`config.mk`:
```
export PLATFORM = sky130hd
export DESIGN_NAME = neighbor_stream_requester
export DESIGN_NICKNAME = d
export VERILOG_FILES = /design/src/rtl/neighbor_stream_requester.sv
export SDC_FILE = /design/constraint.sdc
export NUM_CORES = 1
export LEC_CHECK = 0
export ABC_CLOCK_PERIOD_IN_PS = 3800
export CAP_MARGIN = 10
export CORE_AREA = 2 2 189 191
export DETAILED_ROUTE_END_ITERATION = 16
export DIE_AREA = 0 0 191 193
export GPL_ROUTABILITY_DRIVEN = 0
export PLACE_DENSITY_LB_ADDON = 0.1
export SLEW_MARGIN = 15
export SYNTH_ARGS = -nofsm -noshare
export SYNTH_HDL_FRONTEND = slang
export SYNTH_SLANG_ARGS = --single-unit
```
`constraint.sdc`:
```
create_clock -name clk -period 3.8 [get_ports clk]
set_input_delay 0.57 -clock clk [delete_from_list [all_inputs] [get_ports clk]]
set_output_delay 0.57 -clock clk [all_outputs]
set_load 0.05 [all_outputs]
```
`src/rtl/neighbor_stream_requester.sv`:
```
// Edge-PE-side endpoint of the neighbor-list protocol.
// Takes one lookup at a time from the PE and pushes a single request into the
// shared neighbor request FIFO. It captures the returned sos/eos ID stream into
// a local buffer and hands the IDs back to the PE over valid/ready. Because the
// stream has no backpressure, a request is accepted only when the buffer has
// room for a maximum-length list.
module neighbor_stream_requester #(
  parameter int                ADDR_W    = 10,
  parameter int                ID_W      = 14,
  parameter int                ITER_W    = 4,
  parameter int                TAG_W     = 2,
  parameter logic [TAG_W-1:0]  PE_TAG    = '0,
  parameter int                BUF_DEPTH = 32
) (
  input  logic              clk,
  input  logic              reset,
  input  logic              req_valid,
  input  logic [ADDR_W-1:0] req_addr,
  output logic              req_ready,
  output logic              wdata_valid,
  output logic [ADDR_W-1:0] wdata_addr,
  output logic [TAG_W-1:0]  wdata_PE_tag,
  input  logic              wfull,
  input  logic              nb_sos,
  input  logic              nb_eos,
  input  logic [ITER_W-1:0] nb_num_iter,
  input  logic [ID_W-1:0]   nb_id,
  output logic              id_valid,
  output logic [ID_W-1:0]   id_data,
  output logic              id_last,
  input  logic              id_ready,
  output logic              busy,
  output logic              err
);

  localparam int PTR_W    = $clog2(BUF_DEPTH);
  localparam int CNT_W    = PTR_W + 1;
  // Two spare bits let an over-long stream count past num_iter+1 before saturating.
  localparam int BEAT_W   = ITER_W + 2;
  localparam int MAX_LIST = 1 << ITER_W;

  typedef enum logic [1:0] {IDLE, ISSUE, WAIT, RECV} state_t;

  state_t              state;
  logic [ADDR_W-1:0]   addr_q;
  logic [ITER_W-1:0]   num_iter_q;
  logic [BEAT_W-1:0]   beat_cnt;
  logic [BEAT_W-1:0]   beat_next;
  logic                err_q;

  // Buffer entries are {last, id}.
  logic [ID_W:0]       mem [BUF_DEPTH];
  logic [PTR_W-1:0]    wr_ptr;
  logic [PTR_W-1:0]    rd_ptr;
  logic [CNT_W-1:0]    count;
  logic [CNT_W-1:0]    free_cnt;

  logic                wr_en;
  logic                wr_last;
  logic                wr_ok;
  logic                rd_en;
  logic                buf_full;
  logic                proto_err;
  logic                len_err;

  assign free_cnt  = CNT_W'(BUF_DEPTH) - count;
  assign buf_full  = (count == CNT_W'(BUF_DEPTH));
  assign rd_en     = id_ready && (count != '0);
  assign wr_ok     = wr_en && !buf_full;

  // A new lookup is accepted only if a maximum-length list is guaranteed to fit.
  assign req_ready    = (state == IDLE) && (free_cnt >= CNT_W'(MAX_LIST));
  assign wdata_valid  = (state == ISSUE) && !wfull;
  assign wdata_addr   = addr_q;
  assign wdata_PE_tag = PE_TAG;
  assign id_valid     = (count != '0);
  assign id_data      = mem[rd_ptr][ID_W-1:0];
  assign id_last      = mem[rd_ptr][ID_W];
  assign busy         = (state != IDLE);
  assign err          = err_q;

  // Classify the current stream beat: buffer write, last marker, protocol and length errors.
  always_comb begin
    // NOTE: every output of this block gets a default first so no path infers a latch.
    wr_en     = 1'b0;
    wr_last   = 1'b0;
    proto_err = 1'b0;
    len_err   = 1'b0;
    beat_next = beat_cnt;
    case (state)
      IDLE, ISSUE: begin
        proto_err = nb_sos || nb_eos;
      end
      WAIT: begin
        if (nb_sos) begin
          wr_en     = 1'b1;
          wr_last   = nb_eos;
          beat_next = BEAT_W'(1);
          len_err   = nb_eos && (nb_num_iter != '0);
        end else if (nb_eos) begin
          proto_err = 1'b1;
        end
      end
      RECV: begin
        wr_en     = 1'b1;
        wr_last   = nb_eos;
        proto_err = nb_sos;
        beat_next = (beat_cnt == '1) ? beat_cnt : beat_cnt + BEAT_W'(1);
        len_err   = nb_eos && (beat_next != BEAT_W'(num_iter_q) + BEAT_W'(1));
      end
      default: begin
        proto_err = 1'b0;
      end
    endcase
  end

  // Request/stream FSM: accept lookup, push one request, then receive one list.
  always_ff @(posedge clk or posedge reset) begin
    if (reset) begin
      // NOTE: sequential state uses non-blocking assignments so all registers update together at the edge.
      state      <= IDLE;
      addr_q     <= '0;
      num_iter_q <= '0;
      beat_cnt   <= '0;
    end else begin
      case (state)
        IDLE: begin
          if (req_valid && req_ready) begin
            addr_q <= req_addr;
            state  <= ISSUE;
          end
        end
        ISSUE: begin
          if (!wfull) state <= WAIT;
        end
        WAIT: begin
          if (nb_sos) begin
            num_iter_q <= nb_num_iter;
            beat_cnt   <= beat_next;
            state      <= nb_eos ? IDLE : RECV;
          end
        end
        RECV: begin
          beat_cnt <= beat_next;
          if (nb_eos) state <= IDLE;
        end
        default: state <= IDLE;
      endcase
    end
  end

  // Buffer pointers and occupancy; a write into a full buffer is dropped.
  always_ff @(posedge clk or posedge reset) begin
    if (reset) begin
      wr_ptr <= '0;
      rd_ptr <= '0;
      count  <= '0;
    end else begin
      if (wr_ok) wr_ptr <= wr_ptr + PTR_W'(1);
      if (rd_en) rd_ptr <= rd_ptr + PTR_W'(1);
      case ({wr_ok, rd_en})
        2'b10:   count <= count + CNT_W'(1);
        2'b01:   count <= count - CNT_W'(1);
        default: count <= count;
      endcase
    end
  end

  // Buffer storage; entries are only read after being written, so no reset is needed.
  always_ff @(posedge clk) begin
    // NOTE: the storage array is deliberately left out of reset; count gates every read.
    if (wr_ok) mem[wr_ptr] <= {wr_last, nb_id};
  end

  // Sticky error flag covering stray markers, length mismatches and overflow.
  always_ff @(posedge clk or posedge reset) begin
    if (reset) begin
      err_q <= 1'b0;
    end else if (proto_err || len_err || (wr_en && buf_full)) begin
      err_q <= 1'b1;
    end
  end

endmodule

```
==> results of run 1 <==
-- final timing paths --
check	slack, ps	endpoint	start	cells past startpoint
max in group asynchronous	2730	rd_ptr[0]$_DFFE_PP0P_	reset	3
setup reg to reg	470	count[5]$_DFFE_PP0P_	count[0]$_DFFE_PP0P_	8
hold reg to reg	490	wdata_addr[0]$_DFFE_PP0P_	wdata_addr[0]$_DFFE_PP0P_	1
min in group clk	490	wdata_addr[0]$_DFFE_PP0P_	wdata_addr[0]$_DFFE_PP0P_	1
setup / recovery	140	id_data[7]	rd_ptr[1]$_DFFE_PP0P_	5
hold / removal	260	wdata_addr[2]$_DFFE_PP0P_	reset	2
-- cells in the mapped netlist (7+ instances only) --
master / number
ha_1: 12
nor2_1: 42
mux2_1: 10
o21ai_0: 12
nand2_1: 21
edfxtp_1: 480
dfrtp_1: 39
xnor2_1: 10
buf_6: 9
buf_1: 11
a21oi_1: 8
mux4_2: 150
clkbuf_1: 24
nand3_1: 10
xor2_1: 7
mux2_2: 22
-- stage by stage --
step | hold slack [ps] | setup WS [ps] | cell area (µm²) | cells | total power (µW)
final | 257 | 136 | 23800 | 1572 | 18300
after CTS | 249 | 42.6 | 23800 | 1568 | 18400
after detailed placement | 482 | 478 | 22100 | 1476 | 13500
after global routing | 276 | 63.5 | 23800 | 1572 | 19000
after global placement | 473 | 509 | 22100 | 1476 | 13400
after floorplan | 461 | 324 | 20500 | 936 | 11600
-- area by class of cell --
cell class | instances | area [µm²]
clock buffer | 64 | 1350
clock inverter | 27 | 255
fill | 2191 | 11200
inverter | 6 | 22.5
multi-input combinational | 359 | 4890
sequential | 519 | 15400
tap | 461 | 577
timing repair buffer | 136 | 1310
-- timing repair --
action,in CTS,in global routing
endpoints found under the setup margin,15,1
buffers inserted,1,4
pin swaps,0,0
-- critical path, delay by kind of cell, from the launching register on --
| kind | cells | cell delay, ps |
|---|---|---|
| flops | 1 | 810 |
| buf+inv | 2 | 490 |
| mux | 3 | 1180 |
-- sequential cells by signal, indices dropped and copies added (netlist names) --
register / cells
mem: 480
wdata_addr: 10
beat_cnt: 6
count: 6
rd_ptr: 5
wr_ptr: 5
num_iter_q: 4
state: 2
err: 1
-- kinds of logic after synthesis --
kind of cell / Yosys count / synth area share
buf+inv: 58 / 0.0146
fa+ha+maj: 14 / 0.00877
mux: 186 / 0.184
xor+xnor: 17 / 0.00725
simple gates: 102 / 0.0241
other cells: 1 / 0.000183
flops: 519 / 0.749
compound gates: 38 / 0.0119
-- report_power, final --
part / leakage, µW / switching [µW] / total, µW / internal, µW
registers: 0.00479 / 528 / 7180 / 6650
logic: 0.00219 / 3240 / 6200 / 2960
clock network: 0.000790 / 2040 / 4870 / 2830
-- per-layer routing --
metal	vias up	global-route usage
met2	343	0.408
met3	69	0.0382
met1	5230	0.344
met4	0	0.0817
li1	4166	-
met5	-	0
==> summary.txt, run 1 <==
Clock network
  – Clock buffer depth: 3
  – CTS tree: yes
  – Clk sinks: 519
  – Root buffer cell: clkbuf_16
  – CTS Buf Count: 51
  – # H-tree levels: 2
  – Clk slew on worst S/H paths: 60 ps
  – Count of cells resized by post-cts repair: 0
  – Worst skew pair latency: 570 ps
  – # hold bufs at CTS: 0

Synth
  – Synth Instances: 935
  – Post-synthesis cell area: 0.0205 mm²
  – Synth Warn #: 0
  – Synth top area share: 0.702
  – EDFF count, synth: 480
  – Leading area contributor after synthesis: edfxtp_1
  – Top cells by area, synth: edfxtp_1 (70%), mux4_2 (16%), dfrtp_1 (4.8%), mux2_2 (1.2%), nor2_1 (0.77%)
  – Flops & latches, synth: 519
  – Unique masters post-synth: 55
  – Ys flop type: edfxtp_1
  – Sequential share of the synthesized area: 0.749
  – Ys async rst share: 0.0751
  – Syn Area/Cell: 22.0 µm²

Timing
  – Final min period: 3660 ps
  – Max Slew Vio Count: 0
  – RSZ-0062 raised after global routing: false
  – Max_slew headroom: 0.269
  – Hold Vio Cnt, Final: 0
  – Post-Route Skew: 16.8 ps
  – Total negative setup slack: 0 ps
  – FMAX: 273 MHz
  – Final setup viols: 0
  – Worst Tran Pin Value: 1100 ps
  – Period utilization: 0.964

Drt
  – DRT Pass-1 Iters: 5
  – Detailed Route Iter0 Violations: 962
  – Met1 WL: 17,500 µm
  – DR WL/cell: 27.5 µm
  – Met3 Wirelength: 2630 µm
  – Max Used Layer: met4
  – Routed wl met2: 21,900 µm
  – Final ANT Viol Nets: 0
  – Via/cell ratio: 6.24
  – Detailed-route DRC error count: 0
  – Vias: 9,808
  – Routed WL: 43,200 µm

Final layout
  – Layout cells sized above 1: 0.324
  – Area delta synth->final: 15.9%
  – Most frequent cells in the layout: edfxtp_1 (480), mux4_2 (150), buf_4 (72)
  – Antenna diodes: 0
  – Final net count: 1,121
  – Leading cell type in the layout, fill and taps excluded: edfxtp_1
  – Fin util: 0.681

Setup path
  – CP Launch Type: flip-flop
  – CP endpoint kind: output pin
  – Crit-path most repeated cell: mux4_2
  – Slowest stage cell, crit path: dfrtp_4
  – Setup CP Type: flip-flop to output pin
  – Crit-path cells: buf_12, mux4_2, mux4_2, mux2_2, buf_4
  – Max FO, Critical Path: 37
  – Biggest cell delay along the critical path: 810 ps
  – Data arrival time of the critical path: 3090 ps
  – Required @ worst endpoint: 3230 ps

Pwr
  – Lkg Pwr: 0.00777 µW
  – Max IR drop VDD: 0.953 mV
  – Cell Pwr Density: 767 mW/mm²

Outcome
  – Outcome: completed

Global route
  – Vias in the first global route: 10,152
  – First-pass GRT wire length: 64,500 µm
  – Largest net degree at the start of global routing: 40
  – Total GRT Usage: 0.247
  – Grt total ovfl: 0
  – Initial antenna violation count: 0

Floorplanning
  – Vert. Die Dim: 193 µm
  – Die ar.: 0.0369 mm²
  – Initial Utilization: 0.587
  – Core area: 0.0350 mm²
  – Row cnt: 69
  – Io pins: 67
  – Die width: 191 µm

Place
  – Post-DP HPWL: 26,100 µm
  – Port Buffers: 64

Hold path
  – Min-delay worst type: primary input to async pin

Job
  – Max-cap violations: 0
Power figures use the tool's default switching activity.
==> run 2: changes to the inputs <==
CORE_AREA = 2 2 346 245   (was 2 2 189 191)
DIE_AREA = 0 0 348 247   (was 0 0 191 193)
==> run 2 against run 1 <==
  * Sequential share of layout area down 2.0 points
  * First-iteration DRC count down 15%
  * Non-clock buffer count down 7
  * Sequential cell count unchanged
  * Critical endpoint is now id_data[8]
  * Maximum frequency down 0.72%
  * Power up 1.9%
  * Cell count up 40%
  * Highest routed layer unchanged
  * Clock skew up 17 ps
  * Worst hold slack better by 210 ps
  * Sequential power down 2%
==> summary.txt, run 2 (same netlist as run 1, synthesis figures left out) <==
Outcome
  – Outcome: completed

Clock network
  – Worst skew pair latency: 620 ps
  – Clk sinks: 519
  – # hold bufs at CTS: 0
  – Root buffer cell: clkbuf_16
  – CTS tree: yes
  – # H-tree levels: 2
  – Clock buffer depth: 3
  – Clk slew on worst S/H paths: 60 ps
  – CTS Buf Count: 53

Timing
  – Period utilization: 0.971
  – Final min period: 3690 ps
  – Max_slew headroom: 0.271
  – RSZ-0062 raised after global routing: false
  – Total negative setup slack: 0 ps
  – Max Slew Vio Count: 0
  – Hold Vio Cnt, Final: 0
  – Worst Tran Pin Value: 1090 ps
  – Post-Route Skew: 33.8 ps
  – FMAX: 271 MHz
  – Final setup viols: 0

Final layout
  – Layout cells sized above 1: 0.336
  – Most frequent cells in the layout: edfxtp_1 (480), mux4_2 (150), buf_4 (63)
  – Final net count: 1,116
  – Leading cell type in the layout, fill and taps excluded: edfxtp_1
  – Reg with most FFs: mem
  – Final Non-Filler Cells: 2,205
  – Largest register FFs: 480
  – Area delta synth->final: 19.7%
  – Fillers: 8,062

Global route
  – Grt total ovfl: 0
  – M3 GR Usage: 0.0229
  – Met2 Track Usage GR: 0.195
  – Global route hottest layer: met2
  – Initial antenna violation count: 4
  – First-pass GRT wire length: 79,000 µm
  – Largest net degree at the start of global routing: 40
  – Met1 Use GR: 0.193
  – Vias in the first global route: 10,428
  – Total GRT Usage: 0.130

Drt
  – Vias: 9,758
  – Detailed-route DRC error count: 0
  – Routed WL: 55,000 µm
  – DR WL/cell: 24.9 µm
  – DRT Pass-1 Iters: 5
  – Final ANT Viol Nets: 0
  – Detailed Route Iter0 Violations: 820
  – Via/cell ratio: 4.43

Setup path
  – CP Launch Type: flip-flop
  – Crit-path cells: buf_12, mux4_2, mux4_2, mux2_2, buf_4
  – Slowest stage cell, crit path: dfrtp_4
  – WP buf/inv: 2
  – Crit-path most repeated cell: mux4_2
  – CP endpoint kind: output pin
  – Data arrival time of the critical path: 3120 ps
  – CP delay by family, top: multiplexers
  – Setup CP Type: flip-flop to output pin
  – Required @ worst endpoint: 3230 ps
  – Max FO, Critical Path: 20
  – Biggest cell delay along the critical path: 580 ps

Job
  – Max-cap violations: 0

Pwr
  – Lkg Pwr: 0.00771 µW
  – Max IR drop VDD: 0.446 mV
  – Cell Pwr Density: 757 mW/mm²

Floorplanning
  – Die ar.: 0.0860 mm²
  – Initial Utilization: 0.247
  – Core area: 0.0832 mm²
  – Vert. Die Dim: 247 µm
  – Row cnt: 89
  – Die width: 348 µm
  – Io pins: 67

Place
  – Port Buffers: 64
  – Placed insts: 2,100
  – Post-DP HPWL: 31,900 µm

Hold path
  – Min-delay worst type: primary input to flip-flop
run 2: cell count changes in the layout (fill, tap and decap cells not counted), moves of 4 or more:
cell and delta:
buf_2 +5, clkinv_1 +6, clkdlybuf4s50_1 -5, nor2_2 +17, diode_2 +4, nor2_1 -17
buf_4 -9, bufinv_16 -4
run 2: per-layer routing:
metal	part of all wire	wire length, µm
met1	0.50	27500
met2	0.44	24400
met3	0.039	2130
met4	0.018	963
met5	0	0
run 2: worst paths after layout:
kind                            slack [ps]  cells after the start                   from                   endpoint
max in group asynchronous             2640                      2                  reset      rd_ptr[1]$_DFFE_PP0P_
worst min-delay path                   470                      1               nb_id[4]        mem[1][4]$_DFFE_PP_
min in group asynchronous              490                      2                  reset  wdata_addr[5]$_DFFE_PP0P_
worst max register to register         510                      8   count[0]$_DFFE_PP0P_       count[5]$_DFFE_PP0P_
worst max-delay path                   110                      5  rd_ptr[0]$_DFFE_PP0P_                 id_data[8]
worst min register to register         490                      1  rd_ptr[4]$_DFFE_PP0P_      rd_ptr[4]$_DFFE_PP0P_
run 2: timing repair:
item,4_1_cts,5_1_grt
gates cloned,1,0
setup buffers,2,2
endpoints found under the setup margin,15,10
gates resized for setup,2,2
hold endpoints to repair,0,0
run 2: metrics by stage:
| stage | cell area (µm²) | power, µW | setup WS (ps) | hold slack (ps) | util |
|---|---|---|---|---|---|
| 3_3_place_gp | 22900 | 13900 | 467 | 467 | 0.276 |
| 6_report | 24600 | 18600 | 110 | 466 | 0.295 |
| 5_1_grt | 24600 | 19600 | 11.3 | 474 | 0.295 |
| 2_1_floorplan | 20500 | 11600 | 324 | 461 | - |
| 3_5_place_dp | 22900 | 13900 | 491 | 483 | 0.276 |
| 4_1_cts | 24600 | 19000 | -4.66 | 488 | 0.295 |
run 2: power breakdown:
part,switching [µW],internal (µW),leakage [µW]
Sequential,422,6650,0.00479
Clock,2220,2670,0.000772
Combinational,3650,2990,0.00215
Total,6290,12300,0.00771
run 2: final cells by class:
type,instances,area [µm²],share of cell area
clock inverter,29,185,0.00753
inverter,6,22.5,0.000916
timing repair buffer,129,1260,0.0512
clock buffer,67,1400,0.0570
multi-input combinational,359,4930,0.201
tap,1092,1370,0.0556
sequential,519,15400,0.627
antenna,4,10.0,0.000407
==> run 3: changes to the inputs <==
CORE_AREA = 2 2 225 160   (was 2 2 346 245)
DIE_AREA = 0 0 227 162   (was 0 0 348 247)
==> run 3 against run 2 <==
  * Worst hold slack worse by 21 ps
  * Register-to-register slack got worse by 60 ps
  * Non-clock buffer count is 2 lower
  * Core utilization is 39 points higher
  * Sequential power about the same
  * Cell count decreased by 29%
  * Critical path depth stayed put
  * Sequential share of layout area grew 2.4 points
  * Die area down 57%
  * Count of clock-buffer cells in the layout did not move
  * Largest cell class unchanged
  * Highest routed layer unchanged
==> summary.txt, run 3 (same netlist as run 1, synthesis figures left out) <==
Outcome
  – Outcome: completed

Pwr
  – Cell Pwr Density: 769 mW/mm²
  – Lkg Pwr: 0.00767 µW
  – Max IR drop VDD: 0.648 mV

Clock network
  – CTS Buf Count: 48
  – # H-tree levels: 2
  – Clk slew on worst S/H paths: 60 ps
  – Root buffer cell: clkbuf_16
  – CTS tree: yes
  – Clk sinks: 519
  – Clock buffer depth: 3
  – Worst skew pair latency: 570 ps

Timing
  – Hold Vio Cnt, Final: 0
  – Total negative setup slack: 0 ps
  – FMAX: 269 MHz
  – Max Slew Vio Count: 0
  – Period utilization: 0.977
  – Post-Route Skew: 21.3 ps
  – Final min period: 3710 ps
  – RSZ-0062 raised after global routing: false
  – Worst Tran Pin Value: 1160 ps
  – Final setup viols: 0
  – Max_slew headroom: 0.225

Drt
  – Detailed-route DRC error count: 0
  – Routed WL: 43,100 µm
  – Final ANT Viol Nets: 0
  – Via/cell ratio: 6.21
  – Detailed Route Iter0 Violations: 865
  – Vias: 9,746
  – DRT Pass-1 Iters: 4
  – DR WL/cell: 27.5 µm

Floorplanning
  – Io pins: 67
  – Row cnt: 57
  – Core area: 0.0345 mm²
  – Initial Utilization: 0.595
  – Die width: 227 µm
  – Vert. Die Dim: 162 µm
  – Die ar.: 0.0368 mm²

Global route
  – Initial antenna violation count: 0
  – First-pass GRT wire length: 64,500 µm
  – Largest net degree at the start of global routing: 64
  – Total GRT Usage: 0.246
  – Grt total ovfl: 0
  – Vias in the first global route: 9,974

Place
  – Post-DP HPWL: 25,600 µm
  – Port Buffers: 64

Final layout
  – Area delta synth->final: 15.3%
  – Antenna diodes: 0
  – Layout cells sized above 1: 0.339
  – Final net count: 1,109
  – Reg with most FFs: mem
  – Leading cell type in the layout, fill and taps excluded: edfxtp_1
  – Fin util: 0.686
  – Fillers: 2,208
  – Largest register FFs: 480
  – Most frequent cells in the layout: edfxtp_1 (480), mux4_2 (150), buf_4 (68)

Setup path
  – Setup CP Type: flip-flop to output pin
  – WP buf/inv: 2
  – Max FO, Critical Path: 14
  – Worst path depth: 5
  – CP delay by family, top: multiplexers
  – CP endpoint kind: output pin
  – R2R Setup Slk: 450 ps
  – Slowest stage cell, crit path: dfrtp_4
  – Data arrival time of the critical path: 3140 ps
  – Biggest cell delay along the critical path: 700 ps
  – R2R cell count: 8
  – Required @ worst endpoint: 3230 ps
  – CP Launch Type: flip-flop
  – Crit-path cells: buf_4, mux4_2, mux4_2, mux2_2, buf_4

Hold path
  – Min-delay worst type: primary input to async pin

Job
  – Max-cap violations: 0
==> run 3: timing repair <==
item	CTS	global route
setup endpoints to repair	15	0
hold buffers	0	0
hold endpoints to repair	0	0
gates resized for setup	0	0
buffers inserted	1	0
==> run 3: power breakdown <==
group,switching (µW),internal [µW]
registers,448,6650
clock network,2020,2780
logic,3410,2910
==> run 3: layer usage <==
layer / part of all wire / track usage
met4: 0.018 / 0.0591
met2: 0.47 / 0.375
met5: 0 / 0
met1: 0.44 / 0.377
met3: 0.070 / 0.0463
==> run 3: worst reg2reg max path, delay by kind of cell, from the launching register on <==
kind                       cells  cell delay, ps
and+or+nand+nor                4            1890
adders and majority gates      2             610
DFF                            1             430
AOI/OAI and AO/OA              1             210
xor gates and xnor gates       1             150
==> run 3: worst paths after layout <==
| check | from | endpoint |
|---|---|---|
| max | rd_ptr[0]$_DFFE_PP0P_ | id_data[6] |
| max reg2reg | count[0]$_DFFE_PP0P_ | count[5]$_DFFE_PP0P_ |
| max in group asynchronous | reset | rd_ptr[1]$_DFFE_PP0P_ |
| min in group clk | wdata_addr[6]$_DFFE_PP0P_ | wdata_addr[6]$_DFFE_PP0P_ |
| min | reset | num_iter_q[3]$_DFFE_PP0P_ |
| min reg2reg | wdata_addr[6]$_DFFE_PP0P_ | wdata_addr[6]$_DFFE_PP0P_ |
==> run 3: metrics by stage <==
stage               total power [µW]  hold WS, ps  setup WS, ps  std cells  area, µm²
finish                         18200          445          85.6       1569      23700
global route                   18900          506          6.69       1569      23700
CTS                            18400          449          43.8       1569      23700
detailed placement             13500          484           459       1482      22100
global placement               13400          473           517       1482      22100
floorplan                      11600          461           324        936      20500
==> run 3: area by class of cell <==
| class | count | area, µm² | area share |
|---|---|---|---|
| timing repair buffer | 127 | 1160 | 0.0489 |
| tap | 472 | 591 | 0.0249 |
| clock buffer | 67 | 1370 | 0.0576 |
| clock inverter | 19 | 209 | 0.00882 |
| sequential | 519 | 15400 | 0.650 |
| multi-input combinational | 359 | 4930 | 0.208 |
| inverter | 6 | 22.5 | 0.000951 |
